--- config.mk ---
export PLATFORM = sky130hd
export DESIGN_NAME = des_spi_master_flat
export DESIGN_NICKNAME = d
export VERILOG_FILES = /design/src/rtl/des_spi_pkg.sv /design/src/rtl/des_spi_master_if.sv /design/src/rtl/des_spi_master_clk_div.sv /design/src/rtl/des_spi_master.sv /design/src/flat_wrapper.sv
export SDC_FILE = /design/constraint.sdc
export NUM_CORES = 1
export LEC_CHECK = 0
export CAP_MARGIN = 5
export CELL_PAD_IN_SITES_DETAIL_PLACEMENT = 0
export CELL_PAD_IN_SITES_GLOBAL_PLACEMENT = 1
export CORE_MARGIN = 5
export CORE_UTILIZATION = 35
export DETAILED_ROUTE_END_ITERATION = 16
export PLACE_DENSITY_LB_ADDON = 0.1
export SYNTH_ARGS = -nofsm -noshare
export SYNTH_HDL_FRONTEND = slang
export SYNTH_SLANG_ARGS = --single-unit
--- constraint.sdc ---
create_clock -name clk -period 1.67 [get_ports clk]
set_input_delay 0.167 -clock clk [delete_from_list [all_inputs] [get_ports clk]]
set_output_delay 0.167 -clock clk [all_outputs]
set_load 0.05 [all_outputs]
--- src/rtl/des_spi_pkg.sv ---
`default_nettype none
// ============================================================================
//  Module   : des_spi_pkg
//  Purpose  : Shared types and constants for the DES-side SPI master.
//             FRAME_BITS - bits per full-duplex frame
//             BIT_CNT_W  - bit-counter width (holds 0..FRAME_BITS)
//             spi_state_t- frame sequencer states
//  Revision : 1.0 - initial release
// ============================================================================
package des_spi_pkg;

  localparam int FRAME_BITS = 64;
  localparam int BIT_CNT_W  = 7;

  typedef enum logic [2:0] {
    ST_IDLE  = 3'd0,
    ST_SETUP = 3'd1,
    ST_SHIFT = 3'd2,
    ST_HOLD  = 3'd3,
    ST_GAP   = 3'd4,
    ST_FIN   = 3'd5
  } spi_state_t;

endpackage
`default_nettype wire

--- src/rtl/des_spi_master_if.sv ---
`default_nettype none
// ============================================================================
//  Module   : des_spi_master_if
//  Purpose  : Host handshake and SPI pin bundle for des_spi_master.
//             start/tx_data     - frame request and word to send
//             rx_data/busy/done - captured word and frame status
//             sclk/cs_n/mosi    - SPI outputs, miso - SPI input
//             modport master : the SPI controller side
//             modport slave  : the host / serial-peer side
//  Revision : 1.0 - initial release
// ============================================================================
interface des_spi_master_if;
  import des_spi_pkg::*;

  logic                  start;
  logic [FRAME_BITS-1:0] tx_data;
  logic [FRAME_BITS-1:0] rx_data;
  logic                  busy;
  logic                  done;
  logic                  sclk;
  logic                  cs_n;
  logic                  mosi;
  logic                  miso;

  modport master (
    input  start, tx_data, miso,
    output rx_data, busy, done, sclk, cs_n, mosi
  );

  modport slave (
    output start, tx_data, miso,
    input  rx_data, busy, done, sclk, cs_n, mosi
  );

endinterface
`default_nettype wire

--- src/rtl/des_spi_master_clk_div.sv ---
`default_nettype none
// ============================================================================
//  Module   : spi_clk_div
//  Purpose  : Half-period divider for the SPI serial clock. Emits a one-cycle
//             tick every HALF_DIV cycles while enabled.
//             clk  - system clock        rst - synchronous active-high reset
//             en   - run enable (counter clears while low)
//             tick - one-cycle pulse on the last cycle of each half period
//  Revision : 1.0 - initial release
// ============================================================================
module spi_clk_div #(
  parameter int HALF_DIV = 5
) (
  input  logic clk,
  input  logic rst,
  input  logic en,
  output logic tick
);

  localparam int                 c_CNT_W = (HALF_DIV > 1) ? $clog2(HALF_DIV) : 1;
  localparam logic [c_CNT_W-1:0] c_LAST  = c_CNT_W'(HALF_DIV - 1);

  logic [c_CNT_W-1:0] r_cnt;

  always_ff @(posedge clk) begin
    if (rst || !en) begin
      r_cnt <= '0;
    end else if (r_cnt == c_LAST) begin
      r_cnt <= '0;
    end else begin
      r_cnt <= r_cnt + c_CNT_W'(1);
    end
  end

  assign tick = en && (r_cnt == c_LAST);

endmodule
`default_nettype wire

--- src/rtl/des_spi_master.sv ---
`default_nettype none
// ============================================================================
//  Module   : des_spi_master
//  Purpose  : SPI mode-0 master for 64-bit full-duplex frames, MSB first.
//             clk - system clock        rst - synchronous active-high reset
//             bus - des_spi_master_if.master:
//               start/tx_data in, rx_data/busy/done out,
//               sclk/cs_n/mosi out, miso in
//  Revision : 1.0 - initial release
// ============================================================================
module des_spi_master
  import des_spi_pkg::*;
#(
  parameter int HALF_DIV   = 5,
  parameter int GAP_CYCLES = 20
) (
  input  logic                    clk,
  input  logic                    rst,
  des_spi_master_if.master        bus
);

  localparam int                 c_GAP_W    = (GAP_CYCLES > 1) ? $clog2(GAP_CYCLES) : 1;
  localparam logic [c_GAP_W-1:0] c_GAP_LAST = c_GAP_W'(GAP_CYCLES - 1);
  localparam logic [BIT_CNT_W-1:0] c_LAST_BIT = BIT_CNT_W'(FRAME_BITS - 1);

  spi_state_t r_state;
  spi_state_t w_state_nxt;

  logic [FRAME_BITS-1:0] r_tx_sr;
  logic [FRAME_BITS-1:0] r_rx_sr;
  logic [FRAME_BITS-1:0] r_rx_data;
  logic [BIT_CNT_W-1:0]  r_bit_cnt;
  logic [c_GAP_W-1:0]    r_gap_cnt;
  logic                  r_sclk;
  logic                  r_cs_n;
  logic                  r_mosi;

  logic w_div_en;
  logic w_tick;
  logic w_rise;
  logic w_fall;
  logic w_last_bit;
  logic w_gap_last;
  logic w_busy;
  logic w_done;

  // The divider runs through SETUP, SHIFT and HOLD without restarting, so
  // the HOLD half period lines up with the sclk grid of the shift phase.
  assign w_div_en = (r_state == ST_SETUP) || (r_state == ST_SHIFT) ||
                    (r_state == ST_HOLD);

  spi_clk_div #(
    .HALF_DIV (HALF_DIV)
  ) u_clk_div (
    .clk  (clk),
    .rst  (rst),
    .en   (w_div_en),
    .tick (w_tick)
  );

  // The end of SETUP is the first rising edge; sclk is still low there.
  assign w_rise     = w_tick && !r_sclk &&
                      ((r_state == ST_SETUP) || (r_state == ST_SHIFT));
  assign w_fall     = w_tick && r_sclk && (r_state == ST_SHIFT);
  assign w_last_bit = (r_bit_cnt == c_LAST_BIT);
  assign w_gap_last = (r_gap_cnt == c_GAP_LAST);

  // ---------------------------------------------------------------- FSM
  always_ff @(posedge clk) begin
    if (rst) begin
      r_state <= ST_IDLE;
    end else begin
      r_state <= w_state_nxt;
    end
  end

  always_comb begin
    w_state_nxt = r_state;
    w_busy      = 1'b0;
    w_done      = 1'b0;
    case (r_state)
      ST_IDLE: begin
        if (bus.start) w_state_nxt = ST_SETUP;
      end
      ST_SETUP: begin
        w_busy = 1'b1;
        if (w_tick) w_state_nxt = ST_SHIFT;
      end
      ST_SHIFT: begin
        w_busy = 1'b1;
        if (w_fall && w_last_bit) w_state_nxt = ST_HOLD;
      end
      ST_HOLD: begin
        w_busy = 1'b1;
        if (w_tick) w_state_nxt = ST_GAP;
      end
      ST_GAP: begin
        w_busy = 1'b1;
        if (w_gap_last) w_state_nxt = ST_FIN;
      end
      ST_FIN: begin
        w_done      = 1'b1;
        w_state_nxt = ST_IDLE;
      end
      default: w_state_nxt = ST_IDLE;
    endcase
  end

  // ---------------------------------------------------------------- datapath
  always_ff @(posedge clk) begin
    if (rst) begin
      r_tx_sr   <= '0;
      r_rx_sr   <= '0;
      r_rx_data <= '0;
      r_bit_cnt <= '0;
      r_gap_cnt <= '0;
      r_sclk    <= 1'b0;
      r_cs_n    <= 1'b1;
      r_mosi    <= 1'b0;
    end else begin
      case (r_state)
        ST_IDLE: begin
          if (bus.start) begin
            r_tx_sr   <= bus.tx_data;
            r_rx_sr   <= '0;
            r_bit_cnt <= '0;
            r_cs_n    <= 1'b0;
            r_mosi    <= bus.tx_data[FRAME_BITS-1];
          end
        end
        ST_SETUP, ST_SHIFT: begin
          if (w_rise) begin
            r_sclk  <= 1'b1;
            r_rx_sr <= {r_rx_sr[FRAME_BITS-2:0], bus.miso};
          end
          if (w_fall) begin
            r_sclk    <= 1'b0;
            r_bit_cnt <= r_bit_cnt + BIT_CNT_W'(1);
            r_tx_sr   <= {r_tx_sr[FRAME_BITS-2:0], 1'b0};
            // After the final bit mosi parks low for HOLD and idle.
            r_mosi    <= w_last_bit ? 1'b0 : r_tx_sr[FRAME_BITS-2];
          end
        end
        ST_HOLD: begin
          if (w_tick) r_cs_n <= 1'b1;
        end
        ST_GAP: begin
          if (w_gap_last) begin
            r_gap_cnt <= '0;
            // Loaded on entry to FIN so rx_data is valid alongside done.
            r_rx_data <= r_rx_sr;
          end else begin
            r_gap_cnt <= r_gap_cnt + c_GAP_W'(1);
          end
        end
        default: ;
      endcase
    end
  end

  assign bus.rx_data = r_rx_data;
  assign bus.busy    = w_busy;
  assign bus.done    = w_done;
  assign bus.sclk    = r_sclk;
  assign bus.cs_n    = r_cs_n;
  assign bus.mosi    = r_mosi;

endmodule
`default_nettype wire

--- src/flat_wrapper.sv ---
// flat-port wrapper written by rule: the top's interface ports become plain ports
module des_spi_master_flat import des_spi_pkg::*;
#(
  parameter int HALF_DIV   = 5,
  parameter int GAP_CYCLES = 20
)
  (clk, rst, bus_start, bus_tx_data, bus_miso, bus_rx_data, bus_busy, bus_done, bus_sclk, bus_cs_n, bus_mosi);
  des_spi_master_if bus_i ();
  input  logic clk;
  input  logic rst;
  input wire logic [$bits(bus_i.start)-1:0] bus_start;
  input wire logic [$bits(bus_i.tx_data)-1:0] bus_tx_data;
  input wire logic [$bits(bus_i.miso)-1:0] bus_miso;
  output wire logic [$bits(bus_i.rx_data)-1:0] bus_rx_data;
  output wire logic [$bits(bus_i.busy)-1:0] bus_busy;
  output wire logic [$bits(bus_i.done)-1:0] bus_done;
  output wire logic [$bits(bus_i.sclk)-1:0] bus_sclk;
  output wire logic [$bits(bus_i.cs_n)-1:0] bus_cs_n;
  output wire logic [$bits(bus_i.mosi)-1:0] bus_mosi;
  assign bus_i.start = bus_start;
  assign bus_i.tx_data = bus_tx_data;
  assign bus_i.miso = bus_miso;
  assign bus_rx_data = bus_i.rx_data;
  assign bus_busy = bus_i.busy;
  assign bus_done = bus_i.done;
  assign bus_sclk = bus_i.sclk;
  assign bus_cs_n = bus_i.cs_n;
  assign bus_mosi = bus_i.mosi;
  des_spi_master #(.HALF_DIV(HALF_DIV), .GAP_CYCLES(GAP_CYCLES)) u_core (.clk(clk), .rst(rst), .bus(bus_i));
endmodule
== Word level (Yosys, flattened, before mapping) ==
Index checks and enable logic that the tools add are counted.
Storage, ports and cells
  flip-flop bits (word level): 212
  latch bits: 0
  memory bits (writable): 0
  ROM bits: 0
  input bits: 68
  output and inout bits: 69
  logic and storage cells: 79
  memories: 0
Operators by class
  add/sub/neg operators: 3
  multiply operators: 0
  div/mod/pow operators: 0
  order comparisons: 0
  eq/ne operators: 15
  shifts and indexed selects: 0
  multiplexer cells: 27
  bitwise operators: 0
  reductions and logical operators: 24
Operators with widths (number)
  2-to-1 mux 64 bit: 2
  one-hot mux 64 bit (2 select lines): 1
  2-to-1 mux 63 bit: 2
  one-hot mux 63 bit (2 select lines): 1
  2-to-1 mux 3 bit: 5
  one-hot mux 3 bit (5 select lines): 1
  2-to-1 mux 7 bit: 2
  one-hot mux 7 bit (2 select lines): 1
  inequality test 2 x 1 -> 1 bit, second input constant: 5
  equality test 3 bit, second input constant: 3
  2-to-1 mux 1 bit: 9
  AND reduction 3 bit: 3
  adder 7 x 1 -> 7 bit, second input constant: 1
  equality test 7 x 6 -> 1 bit, second input constant: 1
  equality test 3 x 2 -> 1 bit, second input constant: 2
  logical AND 1 bit: 6
  nonzero test 2 bit: 3
  adder 5 x 1 -> 5 bit, second input constant: 1
  equality test 5 bit, second input constant: 1
  2-to-1 mux 5 bit: 1
  AND reduction 5 bit: 1
  inequality test 2 bit, second input constant: 2
  one-hot mux 1 bit (2 select lines): 2
  AND reduction 2 bit: 2
  other kinds (7): 11

== Logic depth before layout (Yosys ltp) ==
Gate-level depths: netlist of run 1.
  depth after elaboration: 9
  mapped depth: 8
  gate-level depth less buffers: 6

== By module ==
A second synthesis of run 1 with hierarchy kept.
Unflattened totals
  cells, all modules: 905
  area, all modules: 7940.1 um^2
Modules (own cells, without submodules)
  des_spi_master: instances 1, cells an instance 890, area an instance 7790.0 um^2, seq. area each 4184.0 um^2
  spi_clk_div: instances 1, cells an instance 15, area an instance 150.1 um^2, seq. area each 60.1 um^2

== Worst setup path after synthesis of run 1 ==
OpenSTA, ideal clock, no wires.
  path type: register to output
  start point: register u_core.r_state[0]
  end point: output bus_done
  arrival: 1.806 ns
  required time: 1.503 ns
  setup slack: -0.303 ns
  stages on the path, launching flop included: 3
  cell sequence: dfxtp_1 -> clkbuf_1 -> nor3b_1
Between the ends
  longest elaborated chain between the ends: 2
Ends and longest elaborated chain
  start: declaration: RTL line des_spi_master.sv:26  | spi_state_t r_state;
  start signal: assignment: RTL line des_spi_master.sv:73  | r_state <= w_state_nxt;
  equality test 3 bit: RTL line des_spi_master.sv:81  | case (r_state)
  2-to-1 mux 1 bit: RTL line des_spi_master.sv:81
  end: declaration: RTL line flat_wrapper.sv:16  | output wire logic [$bits(bus_i.done)-1:0] bus_done;
No other way between the ends.

== Worst setup path after layout of run 1 ==
  start point: register u_core.r_state[2]
  end point: register u_core.r_rx_sr[54]
Between the ends
  longest elaborated chain between the ends: 8
  elaborated cells on any way between the ends: 15
  those cells by class: eq/ne (5); mux (1); reduce/logical (9)
Ends and longest elaborated chain
  equality test 3 x 1 -> 1 bit or equality test 3 x 2 -> 1 bit (tied branches): RTL line des_spi_master.sv:49, des_spi_master.sv:63, des_spi_master.sv:121
  logical OR 1 bit: RTL line des_spi_master.sv:49, des_spi_master.sv:63
  logical OR 1 bit: RTL line des_spi_master.sv:49  | assign w_div_en = (r_state == ST_SETUP) || (r_state == ST_SHIFT) ||
  logical AND 1 bit: RTL line des_spi_master_clk_div.sv:35  | assign tick = en && (r_cnt == c_LAST);
  logical AND 1 bit (2 in a row): RTL line des_spi_master.sv:62  | assign w_rise = w_tick && !r_sclk &&
  inequality test 2 x 1 -> 1 bit (no source line)
  AND reduction 3 bit (no source line)
  end signal: assignment: RTL line des_spi_master.sv:134  | r_rx_sr <= {r_rx_sr[FRAME_BITS-2:0], bus.miso};
  end: declaration: RTL line des_spi_master.sv:30  | logic [FRAME_BITS-1:0] r_rx_sr;
Several ways; a longest one is shown, not always the timed one.
A chain may end at the register's enable or synchronous reset.

==> impl_metrics.toml, run 1 <==
[die]
die_area_um2 = 25500
num_io_pins = 137
core_area_um2 = 22000
dieHeight_um = 160
die_w_um = 160
rows = 54
initial_core_util_pct = 35.8

[clocking]
clock-sinks = 212
cts_buffers = 25
cts_tree = "done"
clk_latency_ns = 0.52
cts_buffer_depth = 3
cts_root_buf = "clkbuf_16"
clk_pin_slew_worst_paths_ns = 0.06
htree_num_levels = 1

[timing]
finClkSkew_ns = 0.0159
slew_headroom_pct = 59.6
min_period_ns = 1.86
fin_tns_setup_ns = -16.49
rsz0062_at_grt = "yes"
max_freq_ghz = 0.537
setup_viol_count_final = 129
finalCritPeriodShare_pct = 111
max_slew.worst_pin.slew_ns = 0.605
fin_ws_ns = -0.191
hold_viol = 0
slew_violations = 0

[synthesis]
synth_flop_cell = "dfxtp_1"
postSynthRegisterBits = 212
synth_nets = 969
synth_edf_count = 0
synthArstFlopShare_pct = 0
synthCells = 897
yosysSeqAreaShare_pct = 54.0
ys_warn_count = 0
syn_avg_cell_area_um2 = 8.76
ys_types = 40
netlist_area_um2 = 7860
synth_area_leader_cell = "dfxtp_1"
synthTopCellsByArea = "dfxtp_1 (54%), nand2_1 (13%), a22o_1 (7.1%), a311oi_1 (6.9%), a21oi_1 (4.8%)"
synth.top_cell.area_share_pct = 54.0

[worst_setup_path]
crit_path_end_kind = "flop"
reg2reg_depth = 7
crit_required_ns = 2.14
cp_max_fo = 12
rr_startpoint = "u_core.r_state[2]$_SDFFE_PP0P_"
cp-start-kind = "flop"
cp.arrival_ns = 2.33
r2r_slack_ns = -0.19
worstSetupPathType = "reg -> reg"
r2r-end = "u_core.r_rx_sr[54]$_SDFFE_PP0P_"

[global_route]
grt_pass1_wl_um = 34900
grt_pass1_vias = 6665
grt.overflow.total = 0
antenna_found_initial = 0
grt_max_degree = 105
grt_usage_pct = 16.0

[route]
dr.pass1.iters = 4
drc = 0
via_per_inst = 5.08
drt_iter0_markers = 301
drt_wl_total_um = 24000
wl_per_cell_um = 17.2
num_vias = 7060
antenna_left = 0

[layout]
n_antenna_cell = 0
stdcell_count = 1391
final_nets = 1164
drive_gt1_share_pct = 23.9
final_common_cell = "nand2_1"
area_delta_synth_final_pct = 56.1
final_cell_mix = "nand2_1 (262), dfxtp_1 (205), clkdlybuf4s50_1 (66), a21oi_1 (65), a22o_1 (64)"

[placed_design]
dp.cells = 1285
place_ws_ns = -0.468
dp_hpwl_um = 12200
port_buffers = 136
gp_congestion = 0.731

[min_path]
hold_end = "u_core.r_tx_sr[0]$_SDFFE_PP0P_"
worstHoldStart = "bus_tx_data[0]"
worstHoldPathCells = 3
hold_path_class = "in -> reg"

[pwr]
p_per_area_nw_per_um2 = 1020
ir_worst_vdd_mv = 0.649
power_leakage_nw = 4.80

[flow_run]
drv_cap = 0

[status]
violations = "setup timing"
status = "finished with violations"
[repair_timing]
item / CTS / global route
pin swaps: 20 / 54
gates cloned: 13 / 24
hold buffers: 1 / 0
setup endpoints to repair: 238 / 181
resized for setup: 89 / 115
endpoints found under the hold margin: 1 / 0
buffers inserted: 16 / 13
[critical path, cell delays in order, from the launching register on]
cell	delay, ns
dfxtp_2	0.32
or4b_4	0.52
buf_6	0.15
o21a_1	0.13
nor3_4	0.17
buf_6	0.19
clkbuf_16	0.19
a22o_1	0.13
[layout make-up]
cell class	instances	area [µm²]
clock buffers	37	741
clock inverters	9	141
fillers	1998	9690
inverters	5	22.5
multi-input cells	605	3750
flip-flops and latches	212	4250
well taps	280	350
repair buffers	243	3010
[report_power, final]
group	internal, mW	switching [mW]
Combinational	0.769	0.703
Clock	3.56	2.16
Sequential	5.21	0.0955
Total	9.54	2.96
[cell usage after synthesis (2+ instances only)]
master / instances
nand3b_1: 2
ha_1: 4
nand3_1: 7
nor3b_1: 3
clkbuf_1: 36
nand2_1: 263
inv_1: 5
nor3_1: 7
xnor2_1: 7
a311oi_1: 62
o21ai_0: 4
buf_2: 30
xor2_1: 2
nor2b_1: 4
buf_1: 3
a211oi_1: 2
buf_6: 6
or3_1: 2
nor2_1: 76
nand2b_1: 2
a21oi_1: 76
a31oi_1: 2
dfxtp_1: 212
a22o_1: 64
[per-layer routing]
| layer | vias up | wire length (µm) | GRT usage [%] |
|---|---|---|---|
| met3 | 24 | 1140 | 2.91 |
| met4 | 0 | 276 | 3.17 |
| li1 | 3506 | - | - |
| met5 | - | 0 | 0 |
| met2 | 158 | 11000 | 24.9 |
| met1 | 3372 | 11600 | 23.3 |
[through the flow]
step	utilization (%)	instance area (µm²)	total power [mW]	hold WS, ns
after CTS	51.0	11200	12.4	0.181
after global routing	55.9	12300	13.0	0.216
after detailed placement	44.4	9740	6.32	0.447
after floorplan	-	7880	5.92	0.293
final	55.9	12300	12.5	0.210
after global placement	44.4	9740	6.32	0.443
[cells by family after synthesis]
family | synth area share, %
AND/OR/NAND/NOR | 19.6
AO/OA/AOI/OAI | 19.9
flip-flops | 54.0
buffers and inverters | 4.87
XOR/XNOR | 1.00
adder cells (fa/ha/maj) | 0.637
[how the worst max path moves through the flow]
stage                                 endpoint  slack [ns]                           start  cells after the start
2_1_floorplan  u_core.r_rx_sr[63]$_SDFFE_PP0P_       -0.10  u_core.r_state[0]$_SDFFE_PP0P_                      6
3_3_place_gp   u_core.r_rx_sr[17]$_SDFFE_PP0P_       -0.41                       bus_start                      6
3_5_place_dp   u_core.r_tx_sr[40]$_SDFFE_PP0P_       -0.47                       bus_start                      6
4_1_cts        u_core.r_tx_sr[30]$_SDFFE_PP0P_       -0.16  u_core.r_state[0]$_SDFFE_PP0P_                      8
5_1_grt        u_core.r_rx_sr[54]$_SDFFE_PP0P_       -0.25  u_core.r_state[0]$_SDFFE_PP0P_                      7
6_report       u_core.r_rx_sr[54]$_SDFFE_PP0P_       -0.19  u_core.r_state[2]$_SDFFE_PP0P_                      7
[sequential cells by signal, indices dropped and copies added (netlist names), 3 cells and up]
signal / count
u_core.bus.rx_data: 64
u_core.r_rx_sr: 64
u_core.r_tx_sr: 63
u_core.r_bit_cnt: 7
u_core.r_gap_cnt: 5
u_core.r_state: 3
u_core.u_clk_div.r_cnt: 3
Power figures use the tool's default switching activity.
==> run 2: changes to the inputs <==
--- a/config.mk
+++ b/config.mk
@@ -9,7 +9,7 @@
 export CELL_PAD_IN_SITES_DETAIL_PLACEMENT = 0
 export CELL_PAD_IN_SITES_GLOBAL_PLACEMENT = 1
 export CORE_MARGIN = 5
-export CORE_UTILIZATION = 35
+export CORE_UTILIZATION = 39
 export DETAILED_ROUTE_END_ITERATION = 16
 export PLACE_DENSITY_LB_ADDON = 0.1
 export SYNTH_ARGS = -nofsm -noshare
==> constraint.sdc (replaced) <==
create_clock -name clk -period 2 [get_ports clk]
set_input_delay 0.2 -clock clk [delete_from_list [all_inputs] [get_ports clk]]
set_output_delay 0.2 -clock clk [all_outputs]
set_load 0.05 [all_outputs]
==> run 2 against run 1 <==
Effect of this change:
- clock power decreased by 26%
- global-route usage is 1.0 points lower
- critical endpoint is now bus_rx_data[18]
- highest routed layer unchanged
- critical path type is now reg -> out
- first-iteration DRC count increased by 8.0%
- the flow now finishes without violations
- worst hold slack got worse by 0.13 ns
- sequential cell count unchanged
- non-clock buffer count down 80
- sequential share of layout area rose by 6.3 points
- clock-buffer cell count down 4
==> impl_metrics.toml, run 2 (same netlist as run 1, synthesis figures left out) <==
[timing]
hold_ws_ns = 0.0756
hold_viol = 0
finalCritPeriodShare_pct = 95.0
max_freq_ghz = 0.527
min_period_ns = 1.90
setup_viol_count_final = 0
slew_headroom_pct = 63.8
slew_violations = 0
max_slew.worst_pin.slew_ns = 0.541
finClkSkew_ns = 0.0135

[worst_setup_path]
crit_required_ns = 1.80
worstSetupPathType = "reg -> out"
path_cells = "clkdlybuf4s50_1"
rr_startpoint = "u_core.r_state[0]$_SDFFE_PP0P_"
crit_path_end_kind = "output port"
slowest_delay_ns = 0.83
cp_max_fo = 2
reg2reg_depth = 6
critPathTopFamily = "buffers and inverters"
cp_slowest_cell = "clkdlybuf4s50_1"
cp.arrival_ns = 1.70
crit_buf_inv = 1
r2r-end = "u_core.r_tx_sr[54]$_SDFFE_PP0P_"
cp-start-kind = "flop"
r2r_slack_ns = 0.20

[route]
num_vias = 6415
dr.pass1.iters = 6
via_per_inst = 4.95
drt_wl_total_um = 18000
wl_per_cell_um = 13.9
antenna_left = 0
drt_iter0_markers = 325
drc = 0

[die]
rows = 52
num_io_pins = 137
die_area_um2 = 23100
die_w_um = 152
dieHeight_um = 152
initial_core_util_pct = 39.2
core_area_um2 = 20000

[placed_design]
dp_hpwl_um = 11700
dp.cells = 1255
gp_congestion = 0.743
port_buffers = 136

[pwr]
power_leakage_nw = 3.69
p_per_area_nw_per_um2 = 908
ir_worst_vdd_mv = 0.435

[global_route]
grt_max_degree = 74
grt_usage_pct = 14.9
grt.overflow.total = 0
grt_pass1_wl_um = 30200
antenna_found_initial = 0
grt_pass1_vias = 6206

[layout]
n_antenna_cell = 0
drive_gt1_share_pct = 7.71
final_cell_mix = "nand2_1 (262), dfxtp_1 (212), clkdlybuf4s50_1 (132), a21oi_1 (76), nor2_1 (75)"
final_nets = 1082
area_delta_synth_final_pct = 31.8
final_common_cell = "nand2_1"
stdcell_count = 1295
n_fill_cell = 2023

[clocking]
cts_tree = "done"
cts_buffer_depth = 3
htree_num_levels = 1
clk_pin_slew_worst_paths_ns = 0.06
clk_latency_ns = 0.50
cts_buffers = 23
cts_hold_buf = 0
clock-sinks = 212
cts_root_buf = "clkbuf_16"

[min_path]
hold_end = "u_core.r_gap_cnt[2]$_SDFFE_PP0N_"
worstHoldPathCells = 2
hold_path_class = "in -> reg"
worstHoldStart = "rst"

[status]
status = "complete, no violations"

[flow_run]
drv_cap = 0
## run 2: worst max-delay path by stage
stage / from / slack [ns] / endpoint / cells past startpoint
2_1_floorplan: u_core.bus.sclk$_SDFFE_PP0P_ / 0.20 / u_core.r_tx_sr[58]$_SDFFE_PP0P_ / 5
3_3_place_gp: bus_start / -0.11 / u_core.r_rx_sr[30]$_SDFFE_PP0P_ / 6
3_5_place_dp: bus_start / -0.15 / u_core.r_tx_sr[48]$_SDFFE_PP0P_ / 6
4_1_cts: u_core.r_state[1]$_SDFFE_PP0P_ / 0.03 / bus_busy / 4
5_1_grt: u_core.u_clk_div.r_cnt[0]$_SDFF_PP0_ / -0.0006 / u_core.r_tx_sr[27]$_SDFFE_PP0P_ / 7
6_report: u_core.bus.rx_data[18]$_SDFFE_PP0P_ / 0.10 / bus_rx_data[18] / 1
## run 2: worst reg2reg max path: stages, from the launching register on
cell      delay [ns]
dfxtp_1         0.34
buf_4           0.19
xor2_1          0.21
and2_2          0.33
buf_12          0.25
nand2_1         0.09
a311oi_1        0.29
## run 2: timing repair
action | 4_1_cts | 5_1_grt
buffers inserted | 0 | 0
resized for setup | 1 | 3
pin swaps | 0 | 1
cloned | 0 | 0
setup endpoints to repair | 1 | 6
endpoints found under the hold margin | 0 | 0
## run 2: final cells by class
cell class / count / area (µm²) / area share (%)
flip-flops and latches: 212 / 4240 / 41.0
multi-input cells: 605 / 3270 / 31.6
repair buffers: 163 / 1710 / 16.5
clock buffers: 33 / 683 / 6.60
well taps: 270 / 338 / 3.26
clock inverters: 7 / 88.8 / 0.858
inverters: 5 / 18.8 / 0.181
## run 2: power by group
group / switching [mW] / total [mW] / internal, mW
clock network: 1.62 / 4.24 / 2.62
registers: 0.0657 / 4.42 / 4.35
logic: 0.403 / 0.737 / 0.333
## run 2: routing by layer
metal | vias up | routed length, µm | GRT usage (%)
li1 | 3331 | - | -
met5 | - | 0 | 0
met4 | 0 | 341 | 4.07
met2 | 124 | 8060 | 24.0
met3 | 28 | 904 | 3.07
met1 | 2932 | 8740 | 20.5
## run 2: metrics by stage
| step | power [mW] | setup slack [ns] | area [µm²] | TNS, ns | utilization (%) |
|---|---|---|---|---|---|
| 5_1_grt | 9.81 | -0.000598 | 10400 | -0.000598 | 51.7 |
| 4_1_cts | 9.54 | 0.0340 | 10300 | 0 | 51.6 |
| 3_5_place_dp | 5.26 | -0.148 | 9570 | -11.90 | 47.8 |
| 6_report | 9.40 | 0.101 | 10400 | 0 | 51.7 |
| 3_3_place_gp | 5.25 | -0.105 | 9570 | -9.61 | 47.8 |
| 2_1_floorplan | 4.94 | 0.195 | 7860 | 0 | - |
==> run 3: changes to the inputs <==
--- a/config.mk
+++ b/config.mk
@@ -8,7 +8,7 @@
 export CAP_MARGIN = 5
 export CELL_PAD_IN_SITES_DETAIL_PLACEMENT = 0
 export CELL_PAD_IN_SITES_GLOBAL_PLACEMENT = 1
-export CORE_MARGIN = 5
+export CORE_MARGIN = 4
 export CORE_UTILIZATION = 39
 export DETAILED_ROUTE_END_ITERATION = 16
 export PLACE_DENSITY_LB_ADDON = 0.1
==> run 3 against run 2 <==
Effect of this change:
- maximum frequency increased by 1.4%
- total power decreased by 3.6%
- sequential share of layout area increased by 0.50 points
- clock-buffer cell count decreased by 1
- first-iteration DRC count decreased by 10%
- critical path depth unchanged
- clock skew about the same
- combinational power decreased by 1%
- worst hold slack improved by 0.020 ns
- clock power decreased by 7.5%
- global-route usage increased by 0.40 points
- routed wire length decreased by 2.3%
- critical endpoint is now bus_rx_data[49]
- largest power group unchanged
==> impl_metrics.toml, run 3 (same netlist as run 1, synthesis figures left out) <==
[status]
status = "complete, no violations"

[global_route]
grt.overflow.total = 0
antenna_found_initial = 0
grt_max_degree = 83
grt_pass1_wl_um = 29300
grt_usage_pct = 15.3
grt_pass1_vias = 5952

[route]
dr.pass1.iters = 4
via_per_inst = 4.97
drt_wl_total_um = 17600
wl_per_cell_um = 13.7
drt_iter0_markers = 291
antenna_left = 0
drc = 0
num_vias = 6371

[layout]
post-route-util_pct = 52.0
drive_gt1_share_pct = 6.49
final_common_cell = "nand2_1"
stdcell_area_um2 = 10200
final_nets = 1077
n_fill_cell = 1967
n_antenna_cell = 0
area_delta_synth_final_pct = 30.2
final_cell_mix = "nand2_1 (262), dfxtp_1 (212), clkdlybuf4s50_1 (132), nor2_1 (76), a21oi_1 (76)"

[min_path]
hold_path_class = "in -> reg"

[timing]
min_period_ns = 1.87
finClkSkew_ns = 0.0139
setup_viol_count_final = 0
max_slew.worst_pin.slew_ns = 0.619
slew_violations = 0
finalCritPeriodShare_pct = 93.6
max_freq_ghz = 0.534
rsz0062_at_grt = "no"
hold_viol = 0
slew_headroom_pct = 58.7

[pwr]
combinationalPowerShare_pct = 8.0
power_leakage_nw = 3.63
p_clk_share_pct = 43.2
fin_total_pwr_mw = 9.06
p_seq_share_pct = 48.8
p_sw_share_pct = 22.6
p_int_mw = 7.02
p_per_area_nw_per_um2 = 886
ir_worst_vdd_mv = 0.485
switchingPower_mw = 2.05

[die]
core_area_um2 = 19700
num_io_pins = 137
die_area_um2 = 22500
dieHeight_um = 150
initial_core_util_pct = 40.0
die_w_um = 150
rows = 51

[placed_design]
gp_congestion = 0.740
port_buffers = 136
placed_cell_area_um2 = 9540
dp_hpwl_um = 11100

[worst_setup_path]
crit_path_end_kind = "output port"
cp-start-kind = "flop"
cp_max_fo = 2
path_cells = "clkdlybuf4s50_1"
slowest_delay_ns = 0.82
cp.arrival_ns = 1.67
cp_slowest_cell = "clkdlybuf4s50_1"
critPathTopFamily = "buffers and inverters"
crit_buf_inv = 1
crit_required_ns = 1.80
worstSetupPathType = "reg -> out"

[clocking]
cts_root_buf = "clkbuf_16"
clk_latency_ns = 0.49
cts_buffer_depth = 3
cts_buffers = 23
cts_hold_buf = 0
cts_tree = "done"
clk_pin_slew_worst_paths_ns = 0.06
htree_num_levels = 1
clock-sinks = 212

[flow_run]
drv_cap = 0
run 3: cell count changes in the layout (fill, tap and decap cells not counted), sizes merged:
cell / before / now
bufinv: 2 / 1
inv: 6 / 5
buf: 30 / 25
clkbuf: 33 / 32
run 3: power by group through the flow:
stage / registers (mW) / clock network, mW / logic [mW]
floorplan: 4.51 / 0 / 0.437
global route: 4.43 / 4.23 / 0.811
detailed placement: 4.51 / 0 / 0.738
CTS: 4.42 / 4.04 / 0.739
finish: 4.42 / 3.92 / 0.727
global placement: 4.51 / 0 / 0.734
run 3: timing repair:
item | 4_1_cts | 5_1_grt
buffers inserted | 0 | 0
setup endpoints to repair | 1 | 0
gates resized for setup | 1 | 0
run 3: cell type report:
class | count | area (µm²) | share of cell area (%)
clock buffer | 32 | 639 | 6.25
clock inverter | 5 | 50.0 | 0.489
inverter | 5 | 18.8 | 0.183
multi-input combinational | 605 | 3270 | 31.9
sequential | 212 | 4240 | 41.5
tap | 265 | 332 | 3.24
timing repair buffer | 158 | 1680 | 16.4
run 3: per-stage QoR:
step	hold WS, ns	setup TNS [ns]	cells	setup slack (ns)
2_1_floorplan	0.326	0	897	0.195
3_3_place_gp	0.432	-10.52	1245	-0.115
3_5_place_dp	0.445	-13.92	1245	-0.147
4_1_cts	0.0843	0	1282	0.0974
5_1_grt	0.106	0	1282	0.0450
6_report	0.0956	0	1282	0.128
run 3: worst paths after layout:
path / start / endpoint / slack [ns] / depth (start not counted)
hold reg to reg: u_core.bus.rx_data[1]$_SDFFE_PP0P_ / u_core.bus.rx_data[1]$_SDFFE_PP0P_ / 0.45 / 2
setup reg to reg: u_core.r_state[2]$_SDFFE_PP0P_ / u_core.r_rx_sr[53]$_SDFFE_PP0P_ / 0.16 / 5
hold / removal: rst / u_core.u_clk_div.r_cnt[1]$_SDFF_PP0_ / 0.1 / 3
setup / recovery: u_core.bus.rx_data[49]$_SDFFE_PP0P_ / bus_rx_data[49] / 0.13 / 1
run 3: metal layers:
| layer | vias up | part of all wire (%) | wire length (µm) | GRT usage (%) |
|---|---|---|---|---|
| met1 | 2921 | 49 | 8700 | 21.4 |
| met3 | 22 | 4.8 | 848 | 3.00 |
| met4 | 0 | 1.5 | 266 | 3.57 |
| met5 | - | 0 | 0 | 0 |
| li1 | 3309 | - | - | - |
| met2 | 119 | 44 | 7800 | 24.6 |
